$ cat config.mk
export PLATFORM = sky130hd
export DESIGN_NAME = harp_sync_rx
export DESIGN_NICKNAME = d
export VERILOG_FILES = /design/src/rtl/harp_sync_rx.sv
export SDC_FILE = /design/constraint.sdc
export NUM_CORES = 1
export LEC_CHECK = 0
export BUFFER_PORTS_ARGS = -buffer_cell sky130_fd_sc_hd__clkbuf_2
export CAP_MARGIN = 0
export CORE_MARGIN = 1.5
export CORE_UTILIZATION = 65
export DETAILED_ROUTE_END_ITERATION = 10
export GPL_ROUTABILITY_DRIVEN = 0
export PLACE_DENSITY = 0.91
export SLEW_MARGIN = 5
export SYNTH_ARGS = -nofsm -noshare
export SYNTH_HDL_FRONTEND = slang
export SYNTH_SLANG_ARGS = --single-unit
$ cat constraint.sdc
create_clock -name clk -period 7.62 [get_ports clk]
set_input_delay 0.381 -clock clk [delete_from_list [all_inputs] [get_ports clk]]
set_output_delay 0.381 -clock clk [all_outputs]
set_load 0.02 [all_outputs]
$ cat src/rtl/harp_sync_rx.sv
// harp_sync_rx
// Receiver for the Harp clock-sync link. A 100 kbaud UART stream carries
// six-byte frames (0xAA 0xAF + little-endian 32-bit seconds). Each good frame
// schedules the announced second (value + 1) to be loaded ALIGN_CYCLES after
// the stop-bit sample of its last byte. Between frames the local timebase
// free-runs.
//
// Ports
//   clk        in   single clock
//   reset      in   async active-low reset, released synchronously to clk
//   RX         in   UART line, idle high, asynchronous to clk
//   seconds    out  [31:0] current Harp second
//   subsec     out  [31:0] clk cycles into the current second
//   sec_pulse  out  one-cycle strobe at each second boundary
//   locked     out  a frame was applied within the last two seconds
//   frame_err  out  one-cycle strobe on bad stop bit or aborted frame
//   LED        out  locked and in the first half of the second
module harp_sync_rx #(
  parameter int CLK_RATE_HZ  = 1000000,
  parameter int BAUD         = 100000,
  parameter int ALIGN_CYCLES = 100,
  parameter int GAP_BITS     = 20
) (
  input  logic        clk,
  input  logic        reset,
  input  logic        RX,
  output logic [31:0] seconds,
  output logic [31:0] subsec,
  output logic        sec_pulse,
  output logic        locked,
  output logic        frame_err,
  output logic        LED
);

  localparam int BIT_CYC  = CLK_RATE_HZ / BAUD;
  localparam int HALF_CYC = BIT_CYC / 2;
  localparam int GAP_CYC  = GAP_BITS * BIT_CYC;
  localparam int CW       = $clog2(BIT_CYC + 1);
  localparam int GW       = $clog2(GAP_CYC + 2);
  localparam int AW       = $clog2(ALIGN_CYCLES + 1);

  localparam logic [CW-1:0] BIT_LAST  = CW'(BIT_CYC - 1);
  localparam logic [CW-1:0] HALF_LAST = CW'(HALF_CYC - 1);
  localparam logic [GW-1:0] GAP_LIM   = GW'(GAP_CYC);
  localparam logic [31:0]   SUB_LAST  = 32'(CLK_RATE_HZ - 1);
  localparam logic [31:0]   SUB_HALF  = 32'(CLK_RATE_HZ / 2);

  // ---------------------------------------------------------------- reset
  // Assertion reaches every flop at once; release is retimed to clk.
  logic [1:0] rst_sync_q;
  logic       rst_n;

  always_ff @(posedge clk or negedge reset) begin
    if (!reset) rst_sync_q <= 2'b00;
    else        rst_sync_q <= {rst_sync_q[0], 1'b1};
  end
  assign rst_n = rst_sync_q[1];

  // ------------------------------------------------------- RX synchroniser
  logic rx_meta_q, rx_sync_q, rx_prev_q;

  always_ff @(posedge clk or negedge rst_n) begin
    if (!rst_n) begin
      rx_meta_q <= 1'b1;
      rx_sync_q <= 1'b1;
      rx_prev_q <= 1'b1;
    end else begin
      rx_meta_q <= RX;
      rx_sync_q <= rx_meta_q;
      rx_prev_q <= rx_sync_q;
    end
  end

  // -------------------------------------------------------------- bit FSM
  typedef enum logic [1:0] {B_IDLE, B_START, B_DATA, B_STOP} bit_st_e;

  bit_st_e       bit_st_q, bit_st_d;
  logic [CW-1:0] bcnt_q, bcnt_d;
  logic [2:0]    bidx_q, bidx_d;
  logic [7:0]    shreg_q, shreg_d;
  logic          byte_vld_q, byte_vld_d;
  logic          stop_bad_q, stop_bad_d;

  always_comb begin
    bit_st_d   = bit_st_q;
    bcnt_d     = bcnt_q + 1'b1;
    bidx_d     = bidx_q;
    shreg_d    = shreg_q;
    byte_vld_d = 1'b0;
    stop_bad_d = 1'b0;
    unique case (bit_st_q)
      B_IDLE: begin
        bcnt_d = '0;
        if (rx_prev_q && !rx_sync_q) bit_st_d = B_START;
      end
      B_START: begin
        // Mid start bit: still low means a real start, high was a glitch.
        if (bcnt_q == HALF_LAST) begin
          bcnt_d   = '0;
          bidx_d   = '0;
          bit_st_d = rx_sync_q ? B_IDLE : B_DATA;
        end
      end
      B_DATA: begin
        if (bcnt_q == BIT_LAST) begin
          bcnt_d  = '0;
          shreg_d = {rx_sync_q, shreg_q[7:1]};
          bidx_d  = bidx_q + 3'd1;
          if (bidx_q == 3'd7) bit_st_d = B_STOP;
        end
      end
      B_STOP: begin
        if (bcnt_q == BIT_LAST) begin
          bit_st_d   = B_IDLE;
          byte_vld_d = rx_sync_q;
          stop_bad_d = !rx_sync_q;
        end
      end
      default: bit_st_d = B_IDLE;
    endcase
  end

  always_ff @(posedge clk or negedge rst_n) begin
    if (!rst_n) begin
      bit_st_q   <= B_IDLE;
      bcnt_q     <= '0;
      bidx_q     <= '0;
      shreg_q    <= '0;
      byte_vld_q <= 1'b0;
      stop_bad_q <= 1'b0;
    end else begin
      bit_st_q   <= bit_st_d;
      bcnt_q     <= bcnt_d;
      bidx_q     <= bidx_d;
      shreg_q    <= shreg_d;
      byte_vld_q <= byte_vld_d;
      stop_bad_q <= stop_bad_d;
    end
  end

  // ------------------------------------------------------------ frame FSM
  // shreg_q holds the received byte while byte_vld_q is high: it only
  // shifts in DATA, and the bit FSM is back in IDLE by then.
  typedef enum logic [2:0] {F_HDR0, F_HDR1, F_B0, F_B1, F_B2, F_B3} frm_st_e;

  frm_st_e       frm_q, frm_d;
  logic [23:0]   acc_q, acc_d;
  logic [GW-1:0] gap_q, gap_d;
  logic          commit, gap_err;

  always_comb begin
    frm_d   = frm_q;
    acc_d   = acc_q;
    commit  = 1'b0;
    gap_err = 1'b0;
    gap_d   = (frm_q == F_HDR0 || bit_st_q != B_IDLE) ? '0 : gap_q + 1'b1;
    if (stop_bad_q) begin
      frm_d = F_HDR0;
    end else if (byte_vld_q) begin
      unique case (frm_q)
        F_HDR0: if (shreg_q == 8'hAA) frm_d = F_HDR1;
        F_HDR1: begin
          // A repeated 0xAA may be the real header start; keep waiting.
          if (shreg_q == 8'hAF)      frm_d = F_B0;
          else if (shreg_q != 8'hAA) frm_d = F_HDR0;
        end
        F_B0: begin acc_d[7:0]   = shreg_q; frm_d = F_B1; end
        F_B1: begin acc_d[15:8]  = shreg_q; frm_d = F_B2; end
        F_B2: begin acc_d[23:16] = shreg_q; frm_d = F_B3; end
        F_B3: begin commit = 1'b1;          frm_d = F_HDR0; end
        default: frm_d = F_HDR0;
      endcase
    end else if (frm_q != F_HDR0 && gap_q == GAP_LIM) begin
      gap_err = 1'b1;
      frm_d   = F_HDR0;
    end
  end

  always_ff @(posedge clk or negedge rst_n) begin
    if (!rst_n) begin
      frm_q <= F_HDR0;
      acc_q <= '0;
      gap_q <= '0;
    end else begin
      frm_q <= frm_d;
      acc_q <= acc_d;
      gap_q <= gap_d;
    end
  end

  // ------------------------------------------------------------- timebase
  logic [31:0]   sec_q, sec_d, sub_q, sub_d, pend_q, pend_d;
  logic [AW-1:0] acnt_q, acnt_d;
  logic [1:0]    stale_q, stale_d;
  logic          armed_q, armed_d;
  logic          pulse_q, pulse_d, locked_q, locked_d, led_q, led_d, ferr_q, ferr_d;
  logic          apply, wrap;

  always_comb begin
    apply    = armed_q && (acnt_q == AW'(1));
    wrap     = (sub_q == SUB_LAST);
    pend_d   = pend_q;
    acnt_d   = acnt_q;
    armed_d  = armed_q;
    sec_d    = sec_q;
    sub_d    = sub_q + 32'd1;
    stale_d  = stale_q;
    locked_d = locked_q;
    pulse_d  = 1'b0;
    ferr_d   = stop_bad_d | gap_err;

    // A new commit re-arms even if an older one is still counting down.
    if (commit) begin
      pend_d  = {shreg_q, acc_q} + 32'd1;
      acnt_d  = AW'(ALIGN_CYCLES);
      armed_d = 1'b1;
    end else if (armed_q) begin
      acnt_d = acnt_q - 1'b1;
      if (apply) armed_d = 1'b0;
    end

    // Apply overrides a coincident wrap: one pulse, no extra increment.
    if (apply) begin
      sec_d    = pend_q;
      sub_d    = '0;
      pulse_d  = 1'b1;
      locked_d = 1'b1;
      stale_d  = '0;
    end else if (wrap) begin
      sec_d   = sec_q + 32'd1;
      sub_d   = '0;
      pulse_d = 1'b1;
      if (stale_q != 2'd2) stale_d = stale_q + 2'd1;
      if (stale_q != 2'd0) locked_d = 1'b0;
    end

    led_d = locked_d && (sub_d < SUB_HALF);
  end

  always_ff @(posedge clk or negedge rst_n) begin
    if (!rst_n) begin
      pend_q   <= '0;
      acnt_q   <= '0;
      armed_q  <= 1'b0;
      sec_q    <= '0;
      sub_q    <= '0;
      stale_q  <= '0;
      locked_q <= 1'b0;
      pulse_q  <= 1'b0;
      led_q    <= 1'b0;
      ferr_q   <= 1'b0;
    end else begin
      pend_q   <= pend_d;
      acnt_q   <= acnt_d;
      armed_q  <= armed_d;
      sec_q    <= sec_d;
      sub_q    <= sub_d;
      stale_q  <= stale_d;
      locked_q <= locked_d;
      pulse_q  <= pulse_d;
      led_q    <= led_d;
      ferr_q   <= ferr_d;
    end
  end

  assign seconds   = sec_q;
  assign subsec    = sub_q;
  assign sec_pulse = pulse_q;
  assign locked    = locked_q;
  assign frame_err = ferr_q;
  assign LED       = led_q;

endmodule

==> qor_table.md <==
| Stage | Metric | Reported |
| --- | --- | --- |
| drt | Detailed Route Iter0 Violations | 720 |
| power | Net switching power figure | 0.3755 mW |
| yosys | Share of flip-flops with an asynchronous set or reset | 1.000 |
| clocking | TritonCTS clock tree | done |
| layout | Total of fill cells in the finished design | 792 |
| floorplanning | Top-level I/O count | 71 |
| layout | Area added between synthesis and finish | 12.13% |
| yosys | Total of warnings raised by yosys | 0 |
| timing | Final-report hold violation count | 0 |
| drt | Router iterations before antenna repair | 5 |
| power | Net switching fraction of the power | 0.2073 |
| placed design | Detailed-placement wirelength estimate | 12,860 µm |
| timing | Setup slack after layout | 4.069 ns |
| placed design | Pre-CTS worst setup slack | 4.170 ns |
| timing | Post-route clock skew | 0.01228 ns |
| min path | Hold WC Path Type | input port to flop |
| timing | Total setup violations reported at the end of the flow | 0 |
| timing | Number of max-slew violations in the final report | 0 |
| yosys | Count of cell types in the netlist | 59 |
| critical path | Critical path's largest stage delay | 0.78 ns |
| yosys | Primary flip-flop cell chosen by synthesis mapping | sky130_fd_sc_hd__dfrtp_1 |
| critical path | Arrival time reported for the critical path endpoint | 3.92 ns |
| placed design | Placed instance area | 0.009035 mm² |
| floorplanning | Row count | 41 |
| global route | Number of antenna violations at the first check in global routing | 0 |
| clocking | Sink Count | 169 |
| timing | Share of the clock period used by the worst path after layout | 0.4661 |
| timing | Headroom to the max-slew limit | 0.2712 |
| timing | Unrepaired setup endpoints after global routing | no |
| global route | Met3 capacity usage during global routing | 0.05911 |
| clocking | CTS H-Tree Depth | 4 |
| placed design | Port buffer count | 70 |
| power | Cell area power density | 187.8 mW/mm² |
| critical path | Crit path max-delay cell type | sky130_fd_sc_hd__inv_1 |
| layout | Post-Layout Inst Area | 0.009648 mm² |
| drt | Post-detailed-route count of antenna-violating nets | 0 |
| critical path | Crit path max-delay family | simple AND/OR/NAND/NOR gates |
| timing | Final worst hold slack | 0.03544 ns |
| power | Clock power share | 0.488 |
| clocking | Number of hold buffers added after CTS | 1 |
| critical path | Critical path launch point type | flop |
| yosys | Count of flip-flops with a built-in enable after synthesis | 0 |
| global route | Overall Global Routing Usage | 0.2933 |
| critical path | Worst setup path startpoint | acnt_q[2] |
| floorplanning | Die height | 118.1 µm |
| critical path | Worst setup path category | flop to flop |
| timing | Summed negative setup slack over all endpoints | 0 ns |
| critical path | Critical path endpoint category | flop |
| layout | Antenna fix cells | 0 |
| placed design | Number of instances in the placed design | 1,106 |
| yosys | Mapped Area | 0.008605 mm² |
| layout | Share of the core filled with cells in the final layout | 0.7553 |
| drt | Avg Vias per Cell | 6.154 |
| timing | Transition time at the pin with the least slew margin | 1.093 ns |
| yosys | Instance count of the mapped netlist | 904 |
| global route | Maximum number of pins on one net before global-route repair | 89 |
| global route | Vias in the first global route | 6,702 |
| layout | Final Non-Filler Cells | 1,138 |
| clocking | Clock latency of the later-clocked register in the worst-skew pair | 0.43 ns |
| clocking | CTS Root Cell | sky130_fd_sc_hd__clkbuf_16 |
| global route | First-pass GRT wire length | 32,730 µm |
| floorplanning | Starting utilization of the core area | 0.6736 |
| power | Internal power | 1.436 mW |
| yosys | Part of the Yosys area used for sequential elements | 0.4919 |
| global route | Global-route congestion overflow total | 0 |
| floorplanning | Placeable core region | 0.01277 mm² |
| power | Reported leakage power | 4.283 nW |
| global route | Peak-usage layer in the global routing report | met2 |
| yosys | Post-Syn Nets | 922 |
| clocking | Number of setup buffers added after CTS | 0 |
| critical path | CP Cell Sequence | nor4_1 > and3_2 > buf_4 > nor2_1 > inv_1 > nor3_1 > nor4b_1 > o31a_1 |
| yosys | Average size of a mapped cell | 9.518 µm² |
| power | Overall power | 1.812 mW |
| drt | Routed length per instance | 17.17 µm |
| power | Power share of the combinational group | 0.009 |
| power | Worst supply voltage drop on vdd | 0.0001460 V |
| timing | Fmax | 281.6 MHz |
| clocking | Maximum clock insertion buffer count | 2 |
| run status | Run status | complete, no violations |
| drt | Total via count after detailed routing | 7,003 |
| power | Part of the power in registers | 0.503 |
| drt | # DRC | 0 |
| global route | Met1 routing resource usage after global routing | 0.4005 |
| drt | Wirelength, routed | 19,540 µm |
| critical path | Maximum fanout along the worst path | 69 |
| floorplanning | Chip width | 118.1 µm |
| yosys | Synth Register Bits | 169 |
| run | Count of max-cap constraint violations | 0 |
| clocking | CTS clock-pin slew for the worst setup and hold paths | 0.06 ns |
| layout | Layout cell share with drive strength beyond 1 | 0.1563 |
| critical path | Buffers & Inverters on Critical Path | 2 |
| global route | GRT met2 Usage | 0.4656 |
| layout | Count of nets after finishing | 972 |
| clocking | Gates resized, CTS repair | 0 |
| critical path | Critical register-to-register path startpoint | acnt_q[2] |
| timing | Minimum period implied by the final worst setup slack | 3.551 ns |
| critical path | Required arrival time at the worst endpoint | 7.99 ns |
| clocking | TritonCTS buffer count | 17 |
| floorplanning | Die Outline Area | 0.01394 mm² |
| min path | Startpoint of the lowest-slack hold path | RX |
==> routing by layer <==
layer / wire length (µm) / part of all wire / vias to the layer above
li1: - / - / 3232
met1: 8479 / 0.43 / 3407
met2: 9400 / 0.48 / 320
met3: 1205 / 0.062 / 44
met4: 453 / 0.023 / 0
met5: 0 / 0 / -
==> worst register-to-register path, stage by stage (launching register included) <==
cell                      delay, ns
sky130_fd_sc_hd__dfrtp_1       0.41
sky130_fd_sc_hd__nor4_1        0.61
sky130_fd_sc_hd__and3_2        0.27
sky130_fd_sc_hd__buf_4         0.50
sky130_fd_sc_hd__nor2_1        0.26
sky130_fd_sc_hd__inv_1         0.78
sky130_fd_sc_hd__nor3_1        0.19
sky130_fd_sc_hd__nor4b_1       0.29
sky130_fd_sc_hd__o31a_1        0.19
==> state kept, by name (all words and copies together) (netlist names), 2 cells and up, named ones only <==
name / cells
gap_q: 8
bcnt_q: 4
frm_q: 3
acnt_q: 7
shreg_q: 8
pend_q: 32
subsec: 32
rst_sync_q: 2
seconds: 32
acc_q: 24
bidx_q: 3
stale_q: 2
==> Yosys cell counts (15+ instances only) <==
| library cell | instances | area, µm² |
|---|---|---|
| sky130_fd_sc_hd__nand4_1 | 26 | 162.7 |
| sky130_fd_sc_hd__clkbuf_1 | 36 | 135.1 |
| sky130_fd_sc_hd__nor3_1 | 21 | 105.1 |
| sky130_fd_sc_hd__nand3_1 | 43 | 215.2 |
| sky130_fd_sc_hd__or3_1 | 15 | 93.84 |
| sky130_fd_sc_hd__inv_1 | 26 | 97.59 |
| sky130_fd_sc_hd__dfrtp_1 | 166 | 4154 |
| sky130_fd_sc_hd__ha_1 | 15 | 187.7 |
| sky130_fd_sc_hd__xor2_1 | 52 | 455.4 |
| sky130_fd_sc_hd__mux2_2 | 30 | 337.8 |
| sky130_fd_sc_hd__nand2_1 | 126 | 473.0 |
| sky130_fd_sc_hd__nor2_1 | 87 | 326.6 |
| sky130_fd_sc_hd__o21ai_0 | 73 | 365.4 |
| sky130_fd_sc_hd__xnor2_1 | 49 | 429.2 |
==> logic make-up (layout without fill, tap and decap cells) <==
| group | Yosys count | in the layout | synth area share |
|---|---|---|---|
| other cells | 1 | 1 | 0.0004358 |
| buf+inv | 71 | 133 | 0.03228 |
| compound gates | 119 | 119 | 0.08056 |
| fa+ha+maj | 15 | 15 | 0.02181 |
| flops | 169 | 169 | 0.4919 |
| simple gates | 397 | 397 | 0.2298 |
| xor+xnor | 101 | 101 | 0.1028 |
| mux | 31 | 31 | 0.04042 |
==> path summary, 6_finish.rpt <==
check,slack [ns],cells after the start,end
worst max-delay path,4.07,8,LED
worst min-delay path,0.04,1,rx_meta_q
worst max register to register,4.07,8,LED
worst min register to register,0.35,0,rst_sync_q[1]
max in group asynchronous,5.46,1,frm_q[2]
min in group asynchronous,0.27,2,rst_sync_q[1]
==> power by group through the flow <==
| stage | Clock (mW) | Combinational, mW | Sequential (mW) |
|---|---|---|---|
| 2_1_floorplan | 0 | 0.00626 | 0.931 |
| 5_1_grt | 0.929 | 0.0192 | 0.914 |
| 4_1_cts | 0.885 | 0.0167 | 0.913 |
| 3_3_place_gp | 0 | 0.0157 | 0.929 |
| 3_5_place_dp | 0 | 0.0163 | 0.929 |
| 6_report | 0.884 | 0.0161 | 0.912 |
==> area by class of cell <==
cell class	instances	area, µm²	share of cell area
flip-flops and latches	169	4237	0.4391
inverters	26	97.59	0.01012
well taps	172	215.2	0.02231
multi-input cells	664	4098	0.4247
clock inverters	11	146.4	0.01517
clock buffers	20	456.7	0.04733
repair buffers	76	397.9	0.04124
==> layout by cell type, fill, tap and decap left out, drive strengths merged, types with 16 or more instances in the layout <==
cell	count
or3	16
inv	27
mux2	30
dfrtp	166
o21ai	77
nor3	23
clkbuf	90
xor2	52
nand4	26
nand3	43
nor2	87
xnor2	49
nand2	126
No activity file was read; power rests on OpenSTA's default activity.
